===== src/rtl/hack_defs.sv =====
// Shared Hack platform constants: memory-mapped addresses and keyboard codes.
package hack_defs;

  localparam logic [15:0] KBD_ADDR      = 16'h6000;
  localparam logic [15:0] SCREEN_ADDR   = 16'h4000;
  localparam logic [15:0] KEY_NONE      = 16'h0000;
  localparam logic [15:0] KEY_NEWLINE   = 16'd128;
  localparam logic [15:0] KEY_BACKSPACE = 16'd129;
  localparam logic [15:0] KEY_LEFT      = 16'd130;
  localparam logic [15:0] KEY_UP        = 16'd131;
  localparam logic [15:0] KEY_RIGHT     = 16'd132;
  localparam logic [15:0] KEY_DOWN      = 16'd133;
  localparam logic [15:0] KEY_ESC       = 16'd140;

  // A code of zero means "no key" and is never queued.
  function automatic logic is_key(input logic [15:0] code);
    return code != KEY_NONE;
  endfunction

endpackage


===== src/rtl/fifo_core16.sv =====
// Generic 16-bit register-array FIFO; full/empty derive from the entry count.
module fifo_core16 #(
  parameter int unsigned DEPTH = 8,
  parameter int unsigned AW    = 3
) (
  input  logic          clock,
  input  logic          reset,
  input  logic          push,
  input  logic          pop,
  input  logic [15:0]   wdata,
  output logic [15:0]   rdata,
  output logic [AW:0]   count,
  output logic          full,
  output logic          empty
);

  localparam logic [AW-1:0] PTR_ONE = {{(AW-1){1'b0}}, 1'b1};
  localparam logic [AW:0]   CNT_ONE = {{AW{1'b0}}, 1'b1};

  logic [15:0]   mem [DEPTH];
  logic [AW-1:0] wptr;
  logic [AW-1:0] rptr;
  logic          do_push;
  logic          do_pop;

  assign full    = (count == (AW+1)'(DEPTH));
  assign empty   = (count == '0);
  assign do_push = push && !full;
  assign do_pop  = pop && !empty;
  assign rdata   = mem[rptr];

  // Storage is not reset; a write in a reset cycle is suppressed anyway.
  always_ff @(posedge clock) begin
    if (do_push && !reset) begin
      mem[wptr] <= wdata;
    end
  end

  always_ff @(posedge clock) begin
    if (reset) begin
      wptr  <= '0;
      rptr  <= '0;
      count <= '0;
    end else begin
      if (do_push) wptr <= wptr + PTR_ONE;
      if (do_pop)  rptr <= rptr + PTR_ONE;
      unique case ({do_push, do_pop})
        2'b10:   count <= count + CNT_ONE;
        2'b01:   count <= count - CNT_ONE;
        default: count <= count;
      endcase
    end
  end

endmodule


===== src/rtl/kbd_fifo16.sv =====
// Hack KBD input buffer: filters zero codes, zero-gates the head word and
// tracks a sticky overflow flag for codes dropped while full.
module kbd_fifo16
  import hack_defs::*;
#(
  parameter int unsigned DEPTH = 8,
  parameter int unsigned AW    = 3
) (
  input  logic          clock,
  input  logic          reset,
  input  logic          in_valid,
  input  logic [15:0]   in_data,
  output logic          in_ready,
  input  logic          ack,
  input  logic          clr_ovf,
  output logic [15:0]   out,
  output logic [AW:0]   count,
  output logic          overflow
);

  logic [15:0] head;
  logic        full;
  logic        empty;
  logic        push_req;

  assign push_req = in_valid && is_key(in_data);
  assign in_ready = !full;
  assign out      = empty ? KEY_NONE : head;

  fifo_core16 #(
    .DEPTH (DEPTH),
    .AW    (AW)
  ) u_core (
    .clock (clock),
    .reset (reset),
    .push  (push_req),
    .pop   (ack),
    .wdata (in_data),
    .rdata (head),
    .count (count),
    .full  (full),
    .empty (empty)
  );

  // Drop-while-full sets the flag and beats a simultaneous clear.
  always_ff @(posedge clock) begin
    if (reset) begin
      overflow <= 1'b0;
    end else if (push_req && full) begin
      overflow <= 1'b1;
    end else if (clr_ovf) begin
      overflow <= 1'b0;
    end
  end

endmodule


===== config.mk =====
export PLATFORM = sky130hd
export DESIGN_NAME = kbd_fifo16
export DESIGN_NICKNAME = d
export VERILOG_FILES = /design/src/rtl/hack_defs.sv /design/src/rtl/fifo_core16.sv /design/src/rtl/kbd_fifo16.sv
export SDC_FILE = /design/constraint.sdc
export NUM_CORES = 1
export LEC_CHECK = 0
export BUFFER_PORTS_ARGS = -buffer_cell sky130_fd_sc_hd__clkbuf_2
export CAP_MARGIN = 20
export CELL_PAD_IN_SITES_DETAIL_PLACEMENT = 2
export CELL_PAD_IN_SITES_GLOBAL_PLACEMENT = 2
export CORE_MARGIN = 1.5
export CORE_UTILIZATION = 30
export CTS_CLUSTER_DIAMETER = 150
export DETAILED_ROUTE_END_ITERATION = 16
export PLACE_DENSITY_LB_ADDON = 0.1
export SYNTH_ARGS = -nofsm -noshare
export SYNTH_HDL_FRONTEND = slang
export SYNTH_SLANG_ARGS = --single-unit

===== constraint.sdc =====
create_clock -name clock -period 3.2 [get_ports clock]
set_input_delay 0 -clock clock [delete_from_list [all_inputs] [get_ports clock]]
set_output_delay 0 -clock clock [all_outputs]
set_load 0.05 [all_outputs]

# Word-level counts from Yosys, hierarchy flattened
# Memories as Yosys holds them, arrays and structs flattened. A register that Yosys moved wholly into a read port is not among the register bits.
# Index checks and enable logic that the tools add are counted.
[word_totals]
output_inout_bits = 22
ram_bits = 128
mem_count = 1
ff_bits = 11
[op_classes]
reduce_logical = 12
mux = 8
eq_ne = 3
n_addsub = 4
[mem_list]
columns = ["memory", "words", "width", "rd", "rd_clocked_by_memory_dff", "write_ports", "line_no", "source"]
rows = [
  ["u_core.mem", 8, 16, 1, 1, 1, "fifo_core16.sv:20", "logic [15:0] mem [DEPTH];"],
]
[ops]
columns = ["cell", "n"]
rows = [
  ["$mux 16", 1],
  ["$reduce_bool 16->1", 1],
  ["$pmux 4 s2", 1],
  ["$add 3x1->3 const B", 2],
  ["$mux 3", 2],
  ["$logic_and 1x1->1", 5],
  ["$add 4x1->4 const B", 1],
  ["$eq 4x4->1 const B", 1],
  ["$logic_not 4->1", 1],
  ["$mux 1", 4],
  ["$reduce_bool 2->1", 2],
  ["$sub 4x1->4 const B", 1],
  ["$logic_not 1->1", 3],
  ["$eq 2x1->1 const B", 1],
  ["$eq 2x2->1 const B", 1],
]

# Depth between registers and ports, before layout
[depth]
ltp_word = 6
depth_mapped = 12

# Modules after synthesis
# From an unflattened synthesis, not the netlist that was laid out.
[hier_totals]
hier_cells = 289
hier_area_um2 = 5770.5
[modules_own_cells]
columns = ["module", "cells_per_inst", "instances", "area_each_um2"]
rows = [
  ["fifo_core16", 261, 1, 5561.6],
  ["kbd_fifo16", 28, 1, 209.0],
]

# Worst setup path after synthesis
# No wires, ideal clock.
[synth_timing]
path_kind = "register -> register"
startpoint = "reg u_core.count[2]"
endpoint = "mem u_core.mem[2][0], enable pin"
path_stages_with_launch = 6
t_arrival_ns = 3.504
path_slack_ns = -0.740
setup_ns = 0.436
path_cell_list = "dfxtp_1 or4b_4 and2_4 nand2_1 or2_2 nor4b_1"
[synth_via]
elab_chain_len = 6
[synth_lines]
columns = ["item", "line_no", "source"]
rows = [
  ["from (decl)", "fifo_core16.sv:12", "output logic [AW:0] count,"],
  ["from (signal assigned)", "fifo_core16.sv:48", "2'b10: count <= count + CNT_ONE;"],
  ["from (signal assigned)", "fifo_core16.sv:49", "2'b01: count <= count - CNT_ONE;"],
  ["from (signal assigned)", "fifo_core16.sv:50", "default: count <= count;"],
  ["$eq 4x4->1", "fifo_core16.sv:26", "assign full = (count == (AW+1)'(DEPTH));"],
  ["$logic_not 1->1", "-", ""],
  ["named net in_ready", "kbd_fifo16.sv:13", "output logic in_ready,"],
  ["$logic_and 1x1->1", "fifo_core16.sv:28", "assign do_push = push && !full;"],
  ["$logic_and 1x1->1", "fifo_core16.sv:34", "if (do_push && !reset) begin"],
  ["$mux 1", "fifo_core16.sv:34", ""],
  ["$mux 1 (implied by the code)", "fifo_core16.sv:35", "mem[wptr] <= wdata;"],
  ["to (decl)", "fifo_core16.sv:20", ""],
]
# The timed path passes the listed nets, and every way through them passes these cells.

# Worst setup path in the final report
[layout_timing]
startpoint = "reg u_core.count[1]"
endpoint = "reg u_core.count[2]"
[layout_via]
elab_chain_len = 5
elab_cells_between_ends = 12
cone_classes = "add/sub: 2; eq/ne: 3; mux: 1; reduce/logical: 6"
[layout_lines]
columns = ["item", "line_no", "source"]
rows = [
  ["$eq 4x4->1 / $logic_not 4->1 (equally long branches)", "fifo_core16.sv:26, fifo_core16.sv:27", ""],
  ["$logic_not 1->1 (on tied branches)", "fifo_core16.sv:28, fifo_core16.sv:29", ""],
  ["$logic_and 1x1->1 (on tied branches)", "fifo_core16.sv:28, fifo_core16.sv:29", ""],
  ["$eq 2x1->1 / $eq 2x2->1 (equally long branches)", "fifo_core16.sv:47", "unique case ({do_push, do_pop})"],
  ["$pmux 4 s2 / $reduce_bool 2->1 (equally long branches)", "-", ""],
]
# Parallel ways exist; a longest one is shown, timed or not.
# A chain may end at the register's enable or synchronous reset.

==> flow_summary.yaml <==
final_layout:
  final_core_util: 0.3793
  final_common_cell: "edfxtp_1"
  multi_input_area_um2: 1489
  layout-drive-gt1-share: 0.3342
  fin_area_um2: 6907
  nFillCells: 1767
  regArea_um2: 4130
  area_growth_pct: 22.45
  final_cell_mix: "edfxtp_1 (128), clkbuf_2 (42), mux4_2 (32), nor2_1 (30), mux2i_1 (18)"
  layout.nets: 401
  num_antenna_cells: 0
critical_path:
  regToRegSetupSlack_ps: 330
  crit_start: "u_core.count[1]"
  critPathLaunchType: "register"
  ff2ff_path_depth: 10
  cp_max_fo: 10
  critPathCapture: "u_core.count[2]"
  r2r_end: "u_core.count[2]"
  regToRegStartpoint: "u_core.count[1]"
  cp_data_arrival_time_ps: 3160
  cp_data_required_time_ps: 3490
  crit_type: "register to register"
  critPathCaptureType: "register"
cts:
  clock_latency_ps: 410
  clockRootBuffer: "clkbuf_16"
  cts_tree: "yes"
  clk_pin_slew_ps: 50
  cts_num_sinks: 142
  ctsHtreeMaxLevel: 4
  cts_buffer_depth: 2
  numCtsBuffers: 17
power:
  powerDensity_nw_per_um2: 765.6
  irDropWorstVdd_v: 0.0003263
  p_total_mw: 5.287
  power.leakage_nw: 2.272
global_route:
  grt_pass1_wl_um: 20720
  overflow: 0
  grt.total_usage: 0.1484
  grt_max_degree: 33
  antenna_found_initial: 0
  grt_pass1_vias: 3387
sta:
  worst_pin_slew_ps: 928.1
  timing.fmax_mhz: 348.6
  setup_viol: 0
  hold_slack_ps: 33.13
  period_share: 0.8963
  finalHoldViolCount: 0
  layout_min_cycle_time_ps: 2868
  slew_headroom: 0.3761
  finalClockSkew_ps: 6.192
  drv_slew: 0
  rsz0062_at_grt: "no"
logic_synthesis:
  synth_edf_count: 128
  syn_nets: 320
  syn-mean-instance-area_um2: 19.12
  syn_inst: 295
  synth_cell_type_count: 34
  synth_area_um2: 5640
  seq_area_frac_synth: 0.7311
  yosys_warnings: 0
  synthArstFlopShare: 0
  yosys_register_bits: 142
  ys.flop_type: "edfxtp_1"
floorplanning:
  fp.coreArea_um2: 18210
  row_count: 49
  ios: 43
  die_w_um: 140.1
  start_util: 0.3098
  die_area_um2: 19630
  die_h_um: 140.1
route:
  totalWireLength_um: 13280
  wl_per_cell_um: 21.70
  top_layer_used: "met4"
  vias: 2968
  drc: 0
  dr.pass1.iters: 4
  drt_iter0_drc: 142
  met3RoutedLength_um: 280
  wl_met2_um: 6614
  wl_met1_um: 6256
  ant_nets: 0
  vias_per_cell: 4.850
place:
  port_buffers: 42
  hpwl_um: 8112
  place_area_um2: 6269
  gp_congestion: 0.6623
flow_run:
  max-cap-violations: 0
min_path:
  min_path_type: "input port to register"
run_status:
  status: "finished, final reports clean"
==> layer usage <==
metal	global-route usage	vias up
met4	0.05152	0
li1	-	1346
met3	0.03556	8
met5	0	-
met1	0.1922	1575
met2	0.2451	39
==> worst min path at each step <==
stage                     cells past startpoint  slack (ps)                 to         from
after floorplan                               0         100   u_core.mem[0][0]   in_data[0]
after global placement                        1         310  u_core.mem[2][11]  in_data[11]
after detailed placement                      1         320  u_core.mem[2][11]  in_data[11]
after CTS                                     5          20           overflow     in_valid
after global routing                          5          70           overflow     in_valid
final                                         5          30           overflow     in_valid
==> what timing repair did <==
item                                   4_1_cts  5_1_grt
hold buffers                                17        0
endpoints found under the hold margin      129        0
setup endpoints to repair                    0        1
buffers inserted                             0        0
resized for setup                            0        1
==> through the flow <==
stage	TNS, ps	std cells	worst slack [ps]
detailed placement	0	569	321.2
floorplan	-25930	295	-516.6
CTS	0	612	174.4
finish	0	612	331.8
global placement	0	569	404.1
global route	0	612	95.48
==> sequential cells by signal, indices dropped and copies added, names as in the netlist, named ones only <==
signal / flops
u_core.rptr: 3
overflow: 1
u_core.wptr: 3
u_core.mem: 128
u_core.count: 4
==> synth_stat cells, drive strengths merged (2+ instances only) <==
master | count | area, µm²
edfxtp | 128 | 3844
ha | 4 | 50.05
a21oi | 3 | 15.01
dfxtp | 14 | 280.3
nand3b | 2 | 15.01
mux2 | 2 | 22.52
nand3 | 2 | 10.01
nand2b | 2 | 12.51
mux4 | 32 | 720.7
buf | 7 | 38.79
nor4 | 8 | 65.06
nor2b | 3 | 18.77
clkbuf | 8 | 30.03
o21ai | 2 | 10.01
nor2 | 30 | 112.6
mux2i | 18 | 180.2
inv | 3 | 11.26
nand2 | 7 | 26.28
xor2 | 4 | 35.03
nor4b | 5 | 43.79
==> worst max-delay path: stages, from the launching register on <==
cell and delay [ps]:
dfxtp_2 390, or4b_4 550, and2_4 200, nand2_1 160, ha_1 220, xor2_1 160, ha_1 220, nand3b_1 130
o21ai_0 100, a221oi_2 290, mux2_1 340
==> where the power goes <==
| part | total, mW | internal (mW) | switching (mW) | leakage [nW] |
|---|---|---|---|---|
| sequential | 2.17 | 2.10 | 0.0689 | 1.27 |
| clock | 1.61 | 0.944 | 0.668 | 0.228 |
| combinational | 1.50 | 0.488 | 1.02 | 0.772 |
==> final cells by class <==
type | instances | share of cell area
sequential | 142 | 0.5980
tap | 229 | 0.04149
inverter | 3 | 0.001630
multi-input combinational | 135 | 0.2156
timing repair buffer | 77 | 0.07645
clock buffer | 19 | 0.06268
clock inverter | 7 | 0.004167
==> logic make-up (layout without fill, tap and decap cells) <==
family | count (synthesis) | count (layout) | synth area share
multiplexers | 52 | 52 | 0.1637
AO/OA/AOI/OAI | 10 | 10 | 0.01242
buffers and inverters | 18 | 106 | 0.01420
adder cells (fa/ha/maj) | 4 | 4 | 0.008873
flip-flops | 142 | 142 | 0.7311
XOR/XNOR | 5 | 5 | 0.007764
AND/OR/NAND/NOR | 64 | 64 | 0.06189
Note: power is estimated with default switching activity, not from simulation.
